`config.mk`:
```
export PLATFORM = sky130hd
export DESIGN_NAME = pipe_stage_skid
export DESIGN_NICKNAME = d
export VERILOG_FILES = /design/src/rtl/pipe_stage_skid.sv
export SDC_FILE = /design/constraint.sdc
export NUM_CORES = 1
export LEC_CHECK = 0
export ABC_AREA = 1
export CELL_PAD_IN_SITES_DETAIL_PLACEMENT = 1
export CELL_PAD_IN_SITES_GLOBAL_PLACEMENT = 2
export CORE_UTILIZATION = 27
export DETAILED_ROUTE_END_ITERATION = 7
export PLACE_DENSITY = 0.86
export SLEW_MARGIN = 20
export SYNTH_ARGS = -nofsm -noshare
export SYNTH_HDL_FRONTEND = slang
export SYNTH_SLANG_ARGS = --single-unit
```
`constraint.sdc`:
```
create_clock -name clk -period 2.3 [get_ports clk]
set_clock_uncertainty 0.15 [all_clocks]
set_input_delay 0.46 -clock clk [delete_from_list [all_inputs] [get_ports clk]]
set_output_delay 0.46 -clock clk [all_outputs]
set_load 0.01 [all_outputs]
```
`src/rtl/pipe_stage_skid.sv`:
```
// Pipeline stage register with valid/ready handshake, optional 2-entry skid
// buffer, synchronous flush and a saturating stall counter.
module pipe_stage_skid #(
  parameter int unsigned DATA_W  = 32,
  parameter bit          SKID_EN = 1'b1,
  parameter int unsigned CNT_W   = 16
) (
  input  logic              clk,
  input  logic              reset,
  input  logic              flush,
  input  logic              in_valid,
  output logic              in_ready,
  input  logic [DATA_W-1:0] in_data,
  output logic              out_valid,
  input  logic              out_ready,
  output logic [DATA_W-1:0] out_data,
  output logic [1:0]        occupancy,
  output logic [CNT_W-1:0]  stall_cnt
);

  localparam logic [CNT_W-1:0] CNT_MAX = {CNT_W{1'b1}};

  typedef enum logic [1:0] {
    EMPTY = 2'd0,
    ONE   = 2'd1,
    FULL  = 2'd2
  } state_t;

  state_t            state;
  state_t            state_nxt;
  logic [DATA_W-1:0] main_d;
  logic [DATA_W-1:0] skid_d;
  logic              main_v;
  logic              skid_v;
  logic              in_fire;
  logic              out_fire;
  logic              load_main;
  logic              load_skid;
  logic              pop_skid;

  // State register; FULL is only reachable when the skid entry exists
  always_ff @(posedge clk) begin
    if (reset) begin
      state <= EMPTY;
    end else begin
      state <= state_nxt;
    end
  end

  // Next-state: flush empties the stage regardless of handshakes
  always_comb begin
    state_nxt = state;
    if (flush) begin
      state_nxt = EMPTY;
    end else begin
      case (state)
        EMPTY: begin
          if (in_fire) state_nxt = ONE;
        end
        ONE: begin
          if (in_fire && !out_fire) begin
            state_nxt = SKID_EN ? FULL : ONE;
          end else if (!in_fire && out_fire) begin
            state_nxt = EMPTY;
          end
        end
        FULL: begin
          if (out_fire) state_nxt = ONE;
        end
        default: state_nxt = EMPTY;
      endcase
    end
  end

  // Outputs and datapath controls decoded from state and handshakes
  always_comb begin
    main_v    = 1'b0;
    skid_v    = 1'b0;
    occupancy = 2'd0;
    in_ready  = 1'b0;
    in_fire   = 1'b0;
    out_fire  = 1'b0;
    load_main = 1'b0;
    load_skid = 1'b0;
    pop_skid  = 1'b0;
    case (state)
      ONE: begin
        main_v    = 1'b1;
        occupancy = 2'd1;
      end
      FULL: begin
        main_v    = 1'b1;
        skid_v    = 1'b1;
        occupancy = 2'd2;
      end
      default: ;
    endcase
    // Skid mode: ready depends only on held state, never on out_ready
    in_ready  = SKID_EN ? !skid_v : (!main_v || out_ready);
    in_fire   = in_valid && in_ready && !flush;
    out_fire  = main_v && out_ready;
    load_main = in_fire && ((state == EMPTY) || ((state == ONE) && out_fire));
    load_skid = SKID_EN && in_fire && (state == ONE) && !out_fire;
    pop_skid  = !flush && (state == FULL) && out_fire;
  end

  // Payload registers; flush leaves stale data in place
  always_ff @(posedge clk) begin
    if (reset) begin
      main_d <= '0;
      skid_d <= '0;
    end else begin
      if (pop_skid) begin
        main_d <= skid_d;
      end else if (load_main) begin
        main_d <= in_data;
      end
      if (load_skid) begin
        skid_d <= in_data;
      end
    end
  end

  // Saturating count of cycles where a held entry is refused downstream
  always_ff @(posedge clk) begin
    if (reset) begin
      stall_cnt <= '0;
    end else if (main_v && !out_ready && (stall_cnt != CNT_MAX)) begin
      stall_cnt <= stall_cnt + CNT_W'(1);
    end
  end

  assign out_valid = main_v;
  assign out_data  = main_d;

endmodule

```
==> results of run 1 <==
-- flip-flops by register name, indices dropped and copies added, names as in the netlist --
signal / count
stall_cnt: 16
out_data: 32
state: 2
skid_d: 32
-- kinds of logic (layout without fill, tap and decap cells) --
family                   Yosys count  in the layout  synth area share (%)
AO/OA/AOI/OAI                    118            118                 15.97
AND/OR/NAND/NOR                  269            269                 29.88
adder cells (fa/ha/maj)            8              8                 2.668
flip-flops                        82             82                 43.75
buffers and inverters             67            155                 7.736
-- cell type report --
cell class / count / area, µm² / share of cell area (%)
clock buffers: 11 / 242.7 / 4.709
inverters: 40 / 152.6 / 2.961
multi-input cells: 395 / 1821 / 35.32
well taps: 176 / 220.2 / 4.272
clock inverters: 5 / 85.08 / 1.650
repair buffers: 99 / 989.7 / 19.20
flip-flops and latches: 82 / 1644 / 31.89
-- synthesized netlist by cell type --
cell type	count
a21o_1	1
a21oi_1	27
a22o_1	1
buf_2	14
buf_6	1
clkbuf_1	10
clkbuf_4	1
clkbuf_8	1
clkinv_1	1
dfxtp_1	82
ha_1	8
inv_1	34
inv_2	5
nand2_1	94
nand2_2	6
nand2_4	1
nand3_1	20
nand3_2	1
nand4_1	2
nand4_2	1
nor2_1	132
nor2_2	6
nor2_4	3
nor3_1	2
nor3b_1	1
o21ai_0	83
o21ai_1	5
o21bai_1	1
-- worst reg2reg max path, stage by stage (launching register included) --
cell and delay [ps]:
dfxtp_2 370, inv_1 80, ha_1 330, nand2_1 140, ha_1 300, a22o_1 230, nor2_1 210, nand2_1 90
nand2_1 70, nor2_1 40
-- path summary, 6_finish.rpt --
kind | end | start | cells past startpoint | slack [ps]
max | occupancy[1] | state[0] | 3 | 140
min | skid_d[2] | skid_d[2] | 2 | 300
max reg2reg | state[1] | state[0] | 9 | 190
min reg2reg | skid_d[2] | skid_d[2] | 2 | 300
-- metal layers --
| layer | vias to the layer above | routed length (µm) | global-route usage [%] |
|---|---|---|---|
| met1 | 1746 | 4895 | 17.88 |
| met4 | 0 | 114 | 3.750 |
| met3 | 11 | 633 | 6.084 |
| met5 | - | 0 | 0 |
| met2 | 71 | 5080 | 27.42 |
| li1 | 1901 | - | - |
-- report_power, final --
part           switching (mW)  total (mW)  internal, mW
sequential             0.0402        1.53          1.49
combinational           0.248       0.486         0.238
clock                   0.613        1.60         0.989
-- through the flow --
step | setup WS, ps | power [mW]
floorplan | 281.4 | 1.792
global placement | 20.66 | 2.045
detailed placement | -38.86 | 2.059
CTS | 41.04 | 3.689
global route | 26.99 | 3.790
finish | 138.8 | 3.622
-- timing repair --
action,in CTS,in global routing
gates resized for setup,3,3
endpoints found under the setup margin,2,16
hold buffers,0,0
==> out/results.ini, run 1 <==
[outcome]
status=complete, no violations

[sta]
rsz0062_at_grt=false
hold_viol_final=0
fin_crit_ps=2161
finalMaxSlewViolations=0
hold_slack_ps=296.8
final-setup-viol-count=0
max_freq_ghz=0.4627
worst-slew-pin-transition_ps=378.4
min_period_over_period_pct=93.97
fin_setup_tns_ps=0
max-slew-margin-rel_pct=74.77

[synth]
synth_seq_area_share_pct=43.75
synth_top_area_share_pct=43.75
synth.cell_area_um2=3752
synth_top_area_cell=dfxtp_1
syn-num-nets=589
ys_warn_count=0
synthTopCellsByArea=dfxtp_1 (44%), nor2_1 (13%), o21ai_0 (11%)
ys_types=28
syn_inst=544
synth-seq-cells=82
avgSynthCellArea_um2=6.898

[placed_design]
dp_cells=792
gp_congestion=0.7416
port_buffers=88
dpl-instance-area_um2=4821
dpl.hpwl_um=7519

[cells_and_area]
most-common-layout-cells=nor2_1 (132), nand2_1 (94), clkdlybuf4s50_1 (86)
final_cells=808
finalNetCount=672
area_growth_pct=37.38
n_fill_cell=1670
mostFrequentLayoutCell=nor2_1
antenna_cells=0
utilization_pct=38.47
drive_gt1_share_pct=8.228
stdcell_area_um2=5155

[global_route]
grtUsageTotal_pct=15.70
grt_overflow=0
antenna_found_initial=0
grt_start_max_net_pins=55
grt_pass1_vias=3734
grt_pass1_wl_um=17810

[critical_path]
critPathBufInv=2
cp-start-kind=flip-flop
crit_fanout=5
crit_family=buffers and inverters
cp_cell_sequence=inv_1 -> ha_1 -> clkdlybuf4s50_1
crit_path_end_kind=primary output
max_stage_delay_ps=560
crit_path_top_delay_cell=clkdlybuf4s50_1
path_class=reg2out
required_ps=1690
critPathArrivalTime_ps=1550

[die]
die_area_um2=14370
coreArea_um2=13400
fp.dieW_um=119.9
rows=42
ioPinCount=89
die_h_um=119.9
initial_utilization_pct=28.00

[cts]
clk_path_buf_depth=2
cts_tree=done
cts_inserted_buffers=9
root_buffer=clkbuf_16
path_clk_slew_ps=60
clock_latency_ps=340
cts.sinks=82
cts_setup_buffers=0
htreeDepth=3

[power]
p_per_area_nw_per_um2=702.6
power_leakage_nw=2.057
peakVddDrop_uv=502.3

[hold_path]
min_path_type=reg2reg

[route]
routed_wl_um=10720
dr.pass1.iters=4
drc=0
ant_nets=0
drtIter0Drc=86
viasPerCell=4.615
dr_total_vias=3729
wl_per_cell_um=13.27

[flow_run]
maxCapViolCount=0

No activity file was read; power rests on OpenSTA's default activity.
==> run 2, diff against run 1 <==
--- a/config.mk
+++ b/config.mk
@@ -8,6 +8,7 @@
 export ABC_AREA = 1
 export CELL_PAD_IN_SITES_DETAIL_PLACEMENT = 1
 export CELL_PAD_IN_SITES_GLOBAL_PLACEMENT = 2
+export CORE_MARGIN = 1
 export CORE_UTILIZATION = 27
 export DETAILED_ROUTE_END_ITERATION = 7
 export PLACE_DENSITY = 0.86
==> results of run 2 <==
Final layout, timing and power as in run 1 (identical DEF).
